## config.mk

```make
export PLATFORM = sky130hd
export DESIGN_NAME = jpeg_rle_coef_decoder_flat
export DESIGN_NICKNAME = d
export VERILOG_FILES = /design/src/rtl/jpeg_rle_coef_decoder_pkg.sv /design/src/rtl/jpeg_rle_coef_decoder_if.sv /design/src/rtl/jpeg_dc_predictor.sv /design/src/rtl/jpeg_rle_coef_decoder.sv /design/src/flat_wrapper.sv
export SDC_FILE = /design/constraint.sdc
export NUM_CORES = 1
export LEC_CHECK = 0
export CAP_MARGIN = 20
export CORE_UTILIZATION = 53
export DETAILED_ROUTE_END_ITERATION = 12
export GPL_TIMING_DRIVEN = 0
export PLACE_DENSITY_LB_ADDON = 0.05
export SKIP_LAST_GASP = 1
export SYNTH_ARGS = -nofsm -noshare
export SYNTH_HDL_FRONTEND = slang
export SYNTH_SLANG_ARGS = --single-unit
```

## constraint.sdc

```tcl
create_clock -name clk -period 7.3 [get_ports clk]
set_clock_uncertainty 0.2 [all_clocks]
set_input_delay 1.46 -clock clk [delete_from_list [all_inputs] [get_ports clk]]
set_output_delay 1.46 -clock clk [all_outputs]
set_load 0.03 [all_outputs]
```

## src/rtl/jpeg_rle_coef_decoder_pkg.sv

```systemverilog
// Shared types, constants and the amplitude sign-extension helper for the
// JPEG run-length coefficient decoder.
package jpeg_dec_pkg;

  localparam int COEF_W = 12;
  localparam int NCOMP  = 3;

  localparam logic [5:0] LAST_IDX = 6'd63;
  // EOB is run=0,size=0; ZRL is run=15,size=0 (sixteen zeros). With size=0
  // the extended value is zero, so a ZRL is simply "15 zeros then a zero".
  localparam logic [3:0] EOB_RUN  = 4'd0;
  localparam logic [3:0] ZRL_RUN  = 4'd15;

  typedef enum logic [1:0] {
    S_DC   = 2'd0,
    S_AC   = 2'd1,
    S_ZERO = 2'd2,
    S_PAD  = 2'd3
  } state_t;

  // JPEG EXTEND: a cleared top amplitude bit marks a negative value that is
  // stored as its ones' complement, so subtract (2^size - 1).
  function automatic logic [COEF_W-1:0] jpeg_extend(input logic [COEF_W-1:0] amp,
                                                    input logic [3:0]        size);
    logic [15:0] mask;
    logic [15:0] a;
    logic [15:0] r;
    mask = (16'd1 << size) - 16'd1;
    a    = 16'(amp) & mask;
    if (size == 4'd0)
      r = 16'd0;
    else if (a[size - 4'd1] == 1'b0)
      r = a - mask;
    else
      r = a;
    return r[COEF_W-1:0];
  endfunction

endpackage

```

## src/rtl/jpeg_rle_coef_decoder_if.sv

```systemverilog
// Symbol input and coefficient output bundle of the coefficient decoder.
interface jpeg_rle_coef_decoder_if;
  import jpeg_dec_pkg::*;

  logic              sym_valid;
  logic              sym_ready;
  logic [3:0]        sym_run;
  logic [3:0]        sym_size;
  logic [COEF_W-1:0] sym_amp;
  logic [1:0]        sym_comp;
  logic              restart;
  logic              coef_valid;
  logic              coef_ready;
  logic [COEF_W-1:0] coef_data;
  logic [5:0]        coef_idx;
  logic              coef_last;
  logic              err;

  modport slave (
    input  sym_valid, sym_run, sym_size, sym_amp, sym_comp, restart, coef_ready,
    output sym_ready, coef_valid, coef_data, coef_idx, coef_last, err
  );

  modport master (
    output sym_valid, sym_run, sym_size, sym_amp, sym_comp, restart, coef_ready,
    input  sym_ready, coef_valid, coef_data, coef_idx, coef_last, err
  );
endinterface

```

## src/rtl/jpeg_dc_predictor.sv

```systemverilog
// Per-component DC predictors: combinational sum of the selected predictor
// and a difference, registered back when add_en is set; clr zeroes all.
module jpeg_dc_predictor
  import jpeg_dec_pkg::*;
(
  input  logic              clk,
  input  logic              rst_n,
  input  logic              clr,
  input  logic              add_en,
  input  logic [1:0]        comp,
  input  logic [COEF_W-1:0] diff,
  output logic [COEF_W-1:0] sum
);

  logic [COEF_W-1:0] pred_q [NCOMP];
  logic [COEF_W-1:0] pred_d [NCOMP];
  logic [COEF_W-1:0] base;

  // Pick the addressed predictor; a clear in the same cycle takes effect first.
  always_comb begin
    base = '0;
    for (int i = 0; i < NCOMP; i++) begin
      if (!clr && comp == 2'(i)) base = pred_q[i];
    end
    sum = base + diff;
  end

  // Next predictor values: optional clear, then the accumulated DC for comp.
  always_comb begin
    for (int i = 0; i < NCOMP; i++) begin
      pred_d[i] = clr ? '0 : pred_q[i];
      if (add_en && comp == 2'(i)) pred_d[i] = sum;
    end
  end

  // Predictor registers.
  always_ff @(posedge clk) begin
    for (int i = 0; i < NCOMP; i++) begin
      if (!rst_n) pred_q[i] <= '0;
      else        pred_q[i] <= pred_d[i];
    end
  end

endmodule

```

## src/rtl/jpeg_rle_coef_decoder.sv

```systemverilog
// Expands (run,size,amplitude) symbols into 64 zigzag-ordered coefficients
// per block, restoring DC from per-component predictors.
module jpeg_rle_coef_decoder
  import jpeg_dec_pkg::*;
(
  input  logic                     clk,
  input  logic                     rst_n,
  jpeg_rle_coef_decoder_if.slave   bus
);

  state_t            state_q, state_d;
  logic [3:0]        cnt_q, cnt_d;
  logic [COEF_W-1:0] val_q, val_d;
  logic              err_q, err_d;
  logic              active_q;
  logic              coef_valid_q, coef_valid_d;
  logic [COEF_W-1:0] coef_data_q, coef_data_d;
  logic [5:0]        coef_idx_q, coef_idx_d;
  logic              coef_last_q, coef_last_d;

  logic              slot_free, sym_ready, sym_fire, is_eob;
  logic [COEF_W-1:0] ext_val, pred_sum, emit_data;
  logic [5:0]        next_idx, emit_idx;
  logic              emit, pred_clr, pred_add;

  jpeg_dc_predictor u_pred (
    .clk    (clk),
    .rst_n  (rst_n),
    .clr    (pred_clr),
    .add_en (pred_add),
    .comp   (bus.sym_comp),
    .diff   (ext_val),
    .sum    (pred_sum)
  );

  // Block expansion: decide what (if anything) goes into the output slot.
  always_comb begin
    slot_free = !coef_valid_q || bus.coef_ready;
    sym_ready = active_q && slot_free && (state_q == S_DC || state_q == S_AC);
    sym_fire  = bus.sym_valid && sym_ready;
    ext_val   = jpeg_extend(bus.sym_amp, bus.sym_size);
    next_idx  = coef_idx_q + 6'd1;
    is_eob    = (bus.sym_size == 4'd0) && (bus.sym_run == EOB_RUN);

    state_d      = state_q;
    cnt_d        = cnt_q;
    val_d        = val_q;
    err_d        = err_q;
    coef_valid_d = coef_valid_q && !bus.coef_ready;
    coef_data_d  = coef_data_q;
    coef_idx_d   = coef_idx_q;
    coef_last_d  = coef_last_q;
    pred_clr     = 1'b0;
    pred_add     = 1'b0;
    emit         = 1'b0;
    emit_data    = '0;
    emit_idx     = next_idx;

    unique case (state_q)
      S_DC: begin
        pred_clr = active_q && bus.restart;
        if (pred_clr) err_d = 1'b0;
        if (sym_fire) begin
          pred_add  = 1'b1;
          emit      = 1'b1;
          emit_data = pred_sum;
          emit_idx  = 6'd0;
          state_d   = S_AC;
        end
      end
      S_AC: begin
        if (sym_fire) begin
          emit = 1'b1;
          if (is_eob) begin
            state_d = S_PAD;
          end else if (bus.sym_run == 4'd0) begin
            emit_data = ext_val;
          end else begin
            // First zero goes out now; the rest plus the value follow.
            cnt_d   = bus.sym_run - 4'd1;
            val_d   = ext_val;
            state_d = S_ZERO;
            if (next_idx == LAST_IDX) err_d = 1'b1;
          end
        end
      end
      S_ZERO: begin
        if (slot_free) begin
          emit = 1'b1;
          if (cnt_q == 4'd0) begin
            emit_data = val_q;
            state_d   = S_AC;
          end else begin
            cnt_d = cnt_q - 4'd1;
            // A zero landing on 63 with a value still pending: value is lost.
            if (next_idx == LAST_IDX) err_d = 1'b1;
          end
        end
      end
      S_PAD: begin
        if (slot_free) emit = 1'b1;
      end
      default: state_d = S_DC;
    endcase

    if (emit) begin
      coef_valid_d = 1'b1;
      coef_data_d  = emit_data;
      coef_idx_d   = emit_idx;
      coef_last_d  = (emit_idx == LAST_IDX);
      if (emit_idx == LAST_IDX) state_d = S_DC;
    end
  end

  // State and registered outputs.
  always_ff @(posedge clk) begin
    if (!rst_n) begin
      state_q      <= S_DC;
      cnt_q        <= '0;
      val_q        <= '0;
      err_q        <= 1'b0;
      active_q     <= 1'b0;
      coef_valid_q <= 1'b0;
      coef_data_q  <= '0;
      coef_idx_q   <= '0;
      coef_last_q  <= 1'b0;
    end else begin
      state_q      <= state_d;
      cnt_q        <= cnt_d;
      val_q        <= val_d;
      err_q        <= err_d;
      active_q     <= 1'b1;
      coef_valid_q <= coef_valid_d;
      coef_data_q  <= coef_data_d;
      coef_idx_q   <= coef_idx_d;
      coef_last_q  <= coef_last_d;
    end
  end

  assign bus.sym_ready  = sym_ready;
  assign bus.coef_valid = coef_valid_q;
  assign bus.coef_data  = coef_data_q;
  assign bus.coef_idx   = coef_idx_q;
  assign bus.coef_last  = coef_last_q;
  assign bus.err        = err_q;

endmodule

```

## src/flat_wrapper.sv

```systemverilog
// flat-port wrapper written by rule: the top's interface ports become plain ports
module jpeg_rle_coef_decoder_flat import jpeg_dec_pkg::*;
  (clk, rst_n, bus_sym_valid, bus_sym_run, bus_sym_size, bus_sym_amp, bus_sym_comp, bus_restart, bus_coef_ready, bus_sym_ready, bus_coef_valid, bus_coef_data, bus_coef_idx, bus_coef_last, bus_err);
  jpeg_rle_coef_decoder_if bus_i ();
  input  logic clk;
  input  logic rst_n;
  input wire logic [$bits(bus_i.sym_valid)-1:0] bus_sym_valid;
  input wire logic [$bits(bus_i.sym_run)-1:0] bus_sym_run;
  input wire logic [$bits(bus_i.sym_size)-1:0] bus_sym_size;
  input wire logic [$bits(bus_i.sym_amp)-1:0] bus_sym_amp;
  input wire logic [$bits(bus_i.sym_comp)-1:0] bus_sym_comp;
  input wire logic [$bits(bus_i.restart)-1:0] bus_restart;
  input wire logic [$bits(bus_i.coef_ready)-1:0] bus_coef_ready;
  output wire logic [$bits(bus_i.sym_ready)-1:0] bus_sym_ready;
  output wire logic [$bits(bus_i.coef_valid)-1:0] bus_coef_valid;
  output wire logic [$bits(bus_i.coef_data)-1:0] bus_coef_data;
  output wire logic [$bits(bus_i.coef_idx)-1:0] bus_coef_idx;
  output wire logic [$bits(bus_i.coef_last)-1:0] bus_coef_last;
  output wire logic [$bits(bus_i.err)-1:0] bus_err;
  assign bus_i.sym_valid = bus_sym_valid;
  assign bus_i.sym_run = bus_sym_run;
  assign bus_i.sym_size = bus_sym_size;
  assign bus_i.sym_amp = bus_sym_amp;
  assign bus_i.sym_comp = bus_sym_comp;
  assign bus_i.restart = bus_restart;
  assign bus_i.coef_ready = bus_coef_ready;
  assign bus_sym_ready = bus_i.sym_ready;
  assign bus_coef_valid = bus_i.coef_valid;
  assign bus_coef_data = bus_i.coef_data;
  assign bus_coef_idx = bus_i.coef_idx;
  assign bus_coef_last = bus_i.coef_last;
  assign bus_err = bus_i.err;
  jpeg_rle_coef_decoder u_core (.clk(clk), .rst_n(rst_n), .bus(bus_i));
endmodule
```

==> summary.txt, run 1 <==
Global route
  – Total GRT Usage: 31.2%
  – Initial antenna violation count: 0
  – Vias in the first global route: 5289
  – GR Overflow Total: 0
  – Largest net degree at the start of global routing: 14
  – First-pass GRT wire length: 26.9 mm

Synthesis
  – Post-Synthesis Net Count: 768
  – Library cells used by synthesis: 81
  – Synth top area share: 27.5%
  – Number of synthesized flops with an enable pin: 0
  – Yosys top cell by area: dfxtp_1
  – Async S/R FF share, synth: 0%
  – Netlist Area Pre-Place: 0.00552 sq mm
  – Sequential share of the synthesized area: 27.5%
  – Syn avg cell area: 7.69 sq um
  – Synth warn: 0
  – Ranking of synthesized cells by area: dfxtp_1 (28%), nand2_1 (5.8%), ha_1 (5.0%)
  – Synth Flop Type: dfxtp_1
  – Mapped Cells: 718
  – #FFs+latches synth: 76

Critical path
  – Reg2reg end: u_core.u_pred.pred_q[0][11]
  – Critical path startpoint: bus_sym_size[2]
  – Worst-path fanout max: 13
  – Critical Path End Type: flop
  – Flop-to-flop setup slack: 2.98 ns
  – Worst path arrival time: 7.02 ns
  – Reg2reg start: u_core.state_q[0]
  – Critical path startpoint category: input pin
  – Critical Path RT: 7.36 ns
  – CP Capture Point: u_core.u_pred.pred_q[0][11]
  – Slowest CP cell: clkdlybuf4s50_1
  – Path depth of the worst reg2reg path: 17
  – Critical Setup Path Class: input pin to flop
  – CP peak stage delay: 0.60 ns
  – Most frequent CP cell: buf_4

Timing
  – Tmin final: 6.96 ns
  – Setup_tns: 0 ns
  – Final setup margin: 0.339 ns
  – RSZ-0062 raised after global routing: false
  – # setup viols final: 0
  – Max frequency: 144 MHz
  – Min Hold Slack: 0.270 ns
  – Final Hold Viols: 0
  – Final Slew Violations: 0
  – Slew headroom: 34.4%
  – Tightest Pin Transition: 0.974 ns
  – Fin crit share: 95.4%

Placed design
  – Final Wtd Congestion: 0.904
  – Dpl cells: 896
  – I/O Buffers: 45
  – Post-detail-place hpwl: 12.4 mm
  – Area post-placement: 0.00615 sq mm
  – Pre-CTS setup slack: -1.84 ns

Final layout
  – Share of layout cells above drive strength 1: 10.1%
  – Most common cell after layout, fill and taps aside: nand2_1
  – Fin area: 0.00653 sq mm
  – Final nets: 829
  – Synth-to-Final Area Change: 18.3%
  – Most frequent cells in the layout: nand2_1 (86), dfxtp_1 (76), nor2_1 (62)
  – Non-filler cells, final: 917
  – Number of diodes: 0

Routing
  – Via count: 5579
  – Drt total wl: 16.6 mm
  – Via/cell ratio: 6.08
  – Remaining DRCs: 0
  – Wire length per cell: 18.1 um
  – Drt initial violations: 536
  – DRT antenna net count: 0
  – First-pass detailed-route iteration total: 6

Floorplanning
  – Die Span Y: 104 um
  – Starting Density: 55.5%
  – FP Rows: 36
  – Die footprint: 0.0108 sq mm
  – Core area: 0.00995 sq mm
  – IO Pins: 49
  – Die width: 104 um

Clocking
  – Clock Latency Late Sink: 0.37 ns
  – CTS tree: built
  – Clk slew on worst S/H paths: 0.08 ns
  – Maximum clock path buffer count: 2
  – CTS H-tree lvls: 3
  – Root buf cell: clkbuf_8
  – Total CTS buffers: 9
  – Sinks on Clock Net: 76

Power and ir drop
  – Maximum vdd drop: 0.172 mV
  – Leak Pwr: 2.37 nW
  – Power Density: 176 mW/mm^2

Outcome
  – Outcome: complete, no violations

Run
  – # Max-Cap Violations: 0

Worst hold path
  – Min-delay worst type: flop to flop
-- layout make-up --
type | instances | area (sq um)
clock inverters | 4 | 55.1
inverters | 16 | 63.8
flip-flops and latches | 76 | 1520
fillers | 930 | 3420
plain buffers | 41 | 194
well taps | 133 | 166
repair buffers | 51 | 489
multi-input cells | 584 | 3890
clock buffers | 12 | 155
-- registers in the layout, indices dropped and copies added (netlist names) --
signal	flops
u_core.active_q	1
u_core.cnt_q	4
u_core.u_pred.pred_q	36
u_core.state_q	2
u_core.bus.coef_last	1
u_core.bus.err	1
u_core.bus.coef_idx	6
u_core.bus.coef_data	12
u_core.bus.coef_valid	1
u_core.val_q	12
-- repair_timing --
item	CTS	global route
setup endpoints to repair	41	27
setup buffers	5	1
resized for setup	25	13
pin swaps	6	4
hold buffers	0	0
-- report_power, final --
group	switching, mW	leakage [nW]	internal (mW)
logic	0.225	1.65	0.133
registers	0.0102	0.615	0.429
clock network	0.173	0.103	0.179
-- cells in the mapped netlist, types with 7 or more instances --
library cell	n
inv_1	13
a21boi_0	34
xor2_1	11
dfxtp_1	76
nand3_1	41
nand4_1	11
nor3_1	16
nand2_1	86
and3_1	11
a21oi_1	39
nor2_1	64
nand2b_1	10
xnor2_1	16
or3_1	8
o21ai_0	49
a222oi_1	8
nor2b_1	14
or2_2	7
ha_1	22
mux2i_1	18
and2_1	18
clkbuf_1	33
-- critical path: cells and delay by family --
kind            cells  cell delay, ns
compound gates     10            2.09
fa+ha+maj           2            0.52
buf+inv             8            1.84
simple gates        7            1.10
-- per-stage QoR --
step	power, mW	utilization (%)
after global placement	0.773	61.8
after global routing	1.20	65.6
after floorplan	0.677	-
after CTS	1.14	65.2
final	1.15	65.6
after detailed placement	0.779	61.8
-- per-layer routing --
layer	vias to the layer above	share of wire, %	GRT usage (%)
met5	-	0	0
met3	38	6.0	5.08
li1	2728	-	-
met1	2633	45	41.0
met2	180	46	50.8
met4	0	3.0	13.0
-- cells by family after synthesis --
| kind of cell | Yosys count | synth area share [%] |
|---|---|---|
| compound gates | 199 | 25.7 |
| mux | 20 | 3.74 |
| fa+ha+maj | 24 | 5.53 |
| buf+inv | 58 | 4.37 |
| simple gates | 314 | 28.8 |
| flops | 76 | 27.5 |
| xor+xnor | 27 | 4.28 |
-- how the worst min path moves through the flow --
stage / start / endpoint / slack (ns) / cells after the start
4_1_cts: u_core.val_q[10] / u_core.val_q[10] / 0.27 / 2
2_1_floorplan: u_core.cnt_q[3] / u_core.cnt_q[3] / 0.24 / 2
3_3_place_gp: u_core.val_q[1] / u_core.val_q[1] / 0.25 / 2
5_1_grt: u_core.val_q[2] / u_core.val_q[2] / 0.30 / 2
3_5_place_dp: u_core.val_q[10] / u_core.val_q[10] / 0.26 / 2
6_report: u_core.val_q[10] / u_core.val_q[10] / 0.27 / 2
(Power assumes the default switching activity.)
==> run 2: changes to the inputs <==
CORE_UTILIZATION = 40   (was 53)
SLEW_MARGIN = 20   (was not set)
clock period = 5.7 ns   (was 7.3 ns; I/O delays follow)
==> summary.txt, run 2 (synthesis results as in run 1) <==
Critical path
  – Worst-path fanout max: 6
  – Flop-to-flop setup slack: 1.56 ns
  – Reg2reg start: u_core.state_q[0]
  – Critical Path End Type: flop
  – Reg2reg end: u_core.u_pred.pred_q[1][11]
  – Worst path arrival time: 6.07 ns
  – Critical Setup Path Class: input pin to flop
  – CP peak stage delay: 0.36 ns
  – Path depth of the worst reg2reg path: 17
  – Most frequent CP cell: ha_4
  – Critical Path RT: 5.73 ns
  – Critical path startpoint category: input pin
  – Slowest CP cell: or3_4

Timing
  – # setup viols final: 26
  – Max frequency: 166 MHz
  – Final setup margin: -0.339 ns
  – Setup_tns: -4.77 ns
  – Final Slew Violations: 0
  – Final Hold Viols: 0
  – RSZ-0062 raised after global routing: true
  – Fin crit share: 106%
  – Tmin final: 6.04 ns
  – Slew headroom: 38.8%
  – Tightest Pin Transition: 0.916 ns
  – Min Hold Slack: 0.262 ns

Routing
  – First-pass detailed-route iteration total: 5
  – Via/cell ratio: 5.88
  – Remaining DRCs: 0
  – Drt total wl: 18.1 mm
  – Drt initial violations: 481
  – Via count: 5818
  – Wire length per cell: 18.2 um
  – DRT antenna net count: 0

Global route
  – Vias in the first global route: 5435
  – GR Overflow Total: 0
  – Initial antenna violation count: 0
  – First-pass GRT wire length: 28.1 mm
  – Largest net degree at the start of global routing: 14
  – Total GRT Usage: 25.0%

Final layout
  – Most frequent cells in the layout: nand2_1 (86), dfxtp_1 (76), nor2_1 (59)
  – Most common cell after layout, fill and taps aside: nand2_1
  – Share of layout cells above drive strength 1: 17.6%
  – Max reg flops: 36
  – Final nets: 859
  – Number of diodes: 0
  – Largest Register: u_core.u_pred.pred_q
  – Fin util: 53.9%
  – Filler Cells Inserted: 1290
  – Synth-to-Final Area Change: 30.2%

Run
  – # Max-Cap Violations: 0

Worst hold path
  – Hold path start: u_core.bus.coef_data[6]
  – Worst hold path depth: 2
  – Min-delay worst type: flop to flop
  – Worst Hold Path EP: u_core.bus.coef_data[6]

Floorplanning
  – IO Pins: 49
  – Die width: 120 um
  – Starting Density: 41.4%
  – Die footprint: 0.0143 sq mm
  – Die Span Y: 120 um
  – FP Rows: 42
  – Core area: 0.0133 sq mm

Clocking
  – Clk slew on worst S/H paths: 0.06 ns
  – CTS tree: built
  – Maximum clock path buffer count: 2
  – Root buf cell: clkbuf_16
  – Sinks on Clock Net: 76
  – CTS hold repair buffers: 0
  – CTS H-tree lvls: 3
  – Total CTS buffers: 9
  – Clock Latency Late Sink: 0.34 ns

Power and ir drop
  – Leak Pwr: 2.63 nW
  – Power Density: 227 mW/mm^2
  – Maximum vdd drop: 0.147 mV
  – Pwr Total: 1.63 mW

Placed design
  – I/O Buffers: 45
  – Final Wtd Congestion: 0.890
  – Post-detail-place hpwl: 13.5 mm

Outcome
  – Failing checks: negative setup slack
  – Outcome: complete, but fails checks
[run 2: changes by cell type in the layout (fill, tap and decap cells not counted), sizes merged]
cell,before,now
bufinv,1,0
clkinv,2,7
inv,16,14
clkinvlp,1,2
clkdlybuf4s50,43,42
buf,15,46
clkbuf,45,42
[run 2: cell type report]
| type | count | area [sq um] | share of cell area [%] |
|---|---|---|---|
| Multi-Input combinational cell | 584 | 4150 | 57.7 |
| Inverter | 16 | 76.3 | 1.06 |
| Timing Repair Buffer | 82 | 731 | 10.2 |
| Buffer | 40 | 221 | 3.08 |
| Clock buffer | 9 | 225 | 3.13 |
| Sequential cell | 76 | 1520 | 21.2 |
| Tap cell | 176 | 220 | 3.06 |
| Clock inverter | 7 | 43.8 | 0.609 |
[run 2: per-layer routing]
| metal | GRT usage [%] | wire length (um) |
|---|---|---|
| met1 | 31.2 | 7800 |
| met2 | 44.0 | 8980 |
| met3 | 3.23 | 913 |
| met4 | 8.75 | 375 |
| met5 | 0 | 0 |
[run 2: worst max-delay path by stage]
stage	from	endpoint	slack [ns]	cells past startpoint
3_3_place_gp	bus_sym_size[0]	u_core.bus.coef_data[11]	-2.30	30
3_5_place_dp	bus_sym_size[0]	u_core.bus.coef_data[11]	-2.32	30
6_report	bus_sym_size[0]	u_core.u_pred.pred_q[1][11]	-0.34	29
2_1_floorplan	bus_sym_size[0]	u_core.u_pred.pred_q[0][11]	-0.78	29
4_1_cts	bus_sym_size[0]	u_core.u_pred.pred_q[1][11]	-0.24	29
5_1_grt	bus_sym_size[0]	u_core.u_pred.pred_q[1][11]	-0.49	29
[run 2: worst max-delay path, delay by kind of cell]
kind,cells,cell delay (ns)
buffers and inverters,8,0.91
and+or+nand+nor,8,1.74
adders and majority gates,3,0.55
AOI/OAI and AO/OA,10,1.69
[run 2: metrics by stage]
stage / instances / worst slack (ns) / cell area (sq um)
after global routing: 990 / -0.489 / 7190
after CTS: 982 / -0.241 / 7040
after floorplan: 718 / -0.783 / 5670
after global placement: 939 / -2.30 / 6340
final: 990 / -0.339 / 7190
after detailed placement: 939 / -2.32 / 6340
[run 2: timing repair]
action / in CTS / in global routing
setup endpoints to repair: 49 / 33
cloned: 0 / 0
gates resized for setup: 54 / 18
setup buffers: 29 / 8
pin swaps: 24 / 21
[run 2: power breakdown]
part,switching [mW],internal (mW)
Sequential,0.0132,0.551
Combinational,0.323,0.220
Clock,0.232,0.292
Total,0.568,1.06
==> run 3: changes to the inputs <==
CELL_PAD_IN_SITES_DETAIL_PLACEMENT = 0   (was not set)
CELL_PAD_IN_SITES_GLOBAL_PLACEMENT = 2   (was not set)
CORE_UTILIZATION = 31   (was 40)
RECOVER_POWER = 25   (was not set)
==> summary.txt, run 3 (synthesis results as in run 1) <==
Final layout
  – Non-filler cells, final: 1040
  – Register Area: 0.00152 sq mm
  – Largest Register: u_core.u_pred.pred_q
  – Number of diodes: 0
  – Most common cell after layout, fill and taps aside: nand2_1
  – Most frequent cells in the layout: nand2_1 (84), dfxtp_1 (76), nor2_1 (57)
  – Synth-to-Final Area Change: 31.9%
  – Share of layout cells above drive strength 1: 18.7%
  – Final nets: 861
  – Multi-input logic area: 0.00416 sq mm
  – Filler Cells Inserted: 1766
  – Max reg flops: 36

Critical path
  – Slowest CP cell: nor4_4
  – Critical Path End Type: flop
  – Critical path startpoint: bus_sym_size[0]
  – Worst path arrival time: 6.11 ns
  – CP peak stage delay: 0.36 ns
  – Most frequent CP cell: ha_4
  – Path depth of the worst reg2reg path: 17
  – Critical Path RT: 5.71 ns
  – Reg2reg end: u_core.bus.coef_data[11]
  – Critical Setup Path Class: input pin to flop
  – Critical path startpoint category: input pin
  – Worst-path fanout max: 6
  – Flop-to-flop setup slack: 1.39 ns
  – CP Capture Point: u_core.bus.coef_data[11]
  – Stages on worst setup path: 29
  – Cell family with most CP delay: simple AND/OR/NAND/NOR gates
  – Reg2reg start: u_core.state_q[0]
  – CP bufs+invs: 8

Routing
  – Via/cell ratio: 5.49
  – First-pass detailed-route iteration total: 7
  – Via count: 5712
  – Drt total wl: 19.7 mm
  – Remaining DRCs: 0
  – DRT antenna net count: 0
  – Drt initial violations: 382
  – Wire length per cell: 18.9 um

Outcome
  – Failing checks: negative setup slack
  – Outcome: complete, but fails checks

Clocking
  – Maximum clock path buffer count: 2
  – Sinks on Clock Net: 76
  – CTS tree: built
  – CTS H-tree lvls: 3
  – Clk slew on worst S/H paths: 0.06 ns
  – Clock Latency Late Sink: 0.34 ns
  – Total CTS buffers: 9
  – Root buf cell: clkbuf_16

Placed design
  – I/O Buffers: 45
  – Final Wtd Congestion: 0.841
  – Post-detail-place hpwl: 15.1 mm
  – Dpl cells: 988

Global route
  – First-pass GRT wire length: 30.3 mm
  – Vias in the first global route: 5358
  – Total GRT Usage: 22.0%
  – Largest net degree at the start of global routing: 13
  – GR Overflow Total: 0
  – Initial antenna violation count: 0

Timing
  – Fin crit share: 107%
  – Max frequency: 164 MHz
  – RSZ-0062 raised after global routing: true
  – Slew headroom: 26.5%
  – Final Hold Viols: 0
  – Tmin final: 6.10 ns
  – Setup_tns: -5.75 ns
  – Final Slew Violations: 0
  – Tightest Pin Transition: 1.10 ns
  – Final setup margin: -0.403 ns
  – # setup viols final: 26

Worst hold path
  – Min-delay worst type: flop to flop

Floorplanning
  – Die Span Y: 135 um
  – Starting Density: 31.8%
  – Die width: 135 um
  – FP Rows: 48
  – IO Pins: 49
  – Core area: 0.0174 sq mm
  – Die footprint: 0.0184 sq mm

Power and ir drop
  – Power Density: 227 mW/mm^2
  – Maximum vdd drop: 0.199 mV
  – Leak Pwr: 2.69 nW

Run
  – # Max-Cap Violations: 0
run 3: cell types whose count changed in the layout (fill, tap and decap cells not counted), sizes merged:
cell           before  now
buf                46   48
clkdlybuf4s50      42   26
clkinv              7    4
dlygate4sd3         0   16
clkbuf             42   44
run 3: per-layer routing:
metal	wire length, um	share of wire, %	up-vias	GRT usage, %
li1	-	-	2796	-
met1	9040	46	2740	29.2
met2	9220	47	147	35.9
met3	850	4.3	29	3.07
met4	557	2.8	0	8.49
met5	0	0	-	0
run 3: final cells by class:
cell class	instances	area share (%)
buffer	40	3.04
clock buffer	11	3.47
clock inverter	4	0.343
inverter	16	1.05
multi-input combinational	584	57.0
sequential	76	20.9
tap	225	3.86
timing repair buffer	84	10.3
run 3: timing repair:
action | CTS | global route
setup endpoints to repair | 49 | 34
hold buffers | 0 | 0
pin swaps | 32 | 26
gates resized for setup | 58 | 24
setup buffers | 29 | 10
endpoints found under the hold margin | 0 | 0
run 3: worst min path at each step:
stage,from,to,slack (ns),depth (start not counted)
after detailed placement,u_core.u_pred.pred_q[1][7],u_core.u_pred.pred_q[1][7],0.26,2
after global placement,u_core.val_q[0],u_core.val_q[0],0.25,2
final,u_core.u_pred.pred_q[0][9],u_core.u_pred.pred_q[0][9],0.26,2
after floorplan,u_core.u_pred.pred_q[0][10],u_core.u_pred.pred_q[0][10],0.24,2
after global routing,u_core.u_pred.pred_q[1][6],u_core.u_pred.pred_q[1][6],0.29,2
after CTS,u_core.u_pred.pred_q[1][7],u_core.u_pred.pred_q[1][7],0.26,2
run 3: where the power goes:
group | internal [mW] | switching [mW]
clock network | 0.315 | 0.230
registers | 0.551 | 0.0132
logic | 0.217 | 0.328
total | 1.08 | 0.571
run 3: metrics by stage:
stage	worst slack [ns]	hold WS, ns	power [mW]	cell area (sq um)	util, %
4_1_cts	-0.421	0.263	1.65	7110	40.9
3_3_place_gp	-2.37	0.250	1.04	6400	36.9
2_1_floorplan	-0.783	0.241	0.885	5670	-
5_1_grt	-0.639	0.286	1.73	7290	42.0
6_report	-0.403	0.263	1.65	7290	42.0
3_5_place_dp	-2.43	0.259	1.04	6400	36.9
run 3: worst register-to-register path, delay by kind of cell, from the launching register on:
kind | cells | cell delay [ns]
buf+inv | 4 | 1.01
flops | 1 | 0.36
xor+xnor | 1 | 0.22
fa+ha+maj | 2 | 0.46
simple gates | 4 | 0.79
compound gates | 6 | 1.15
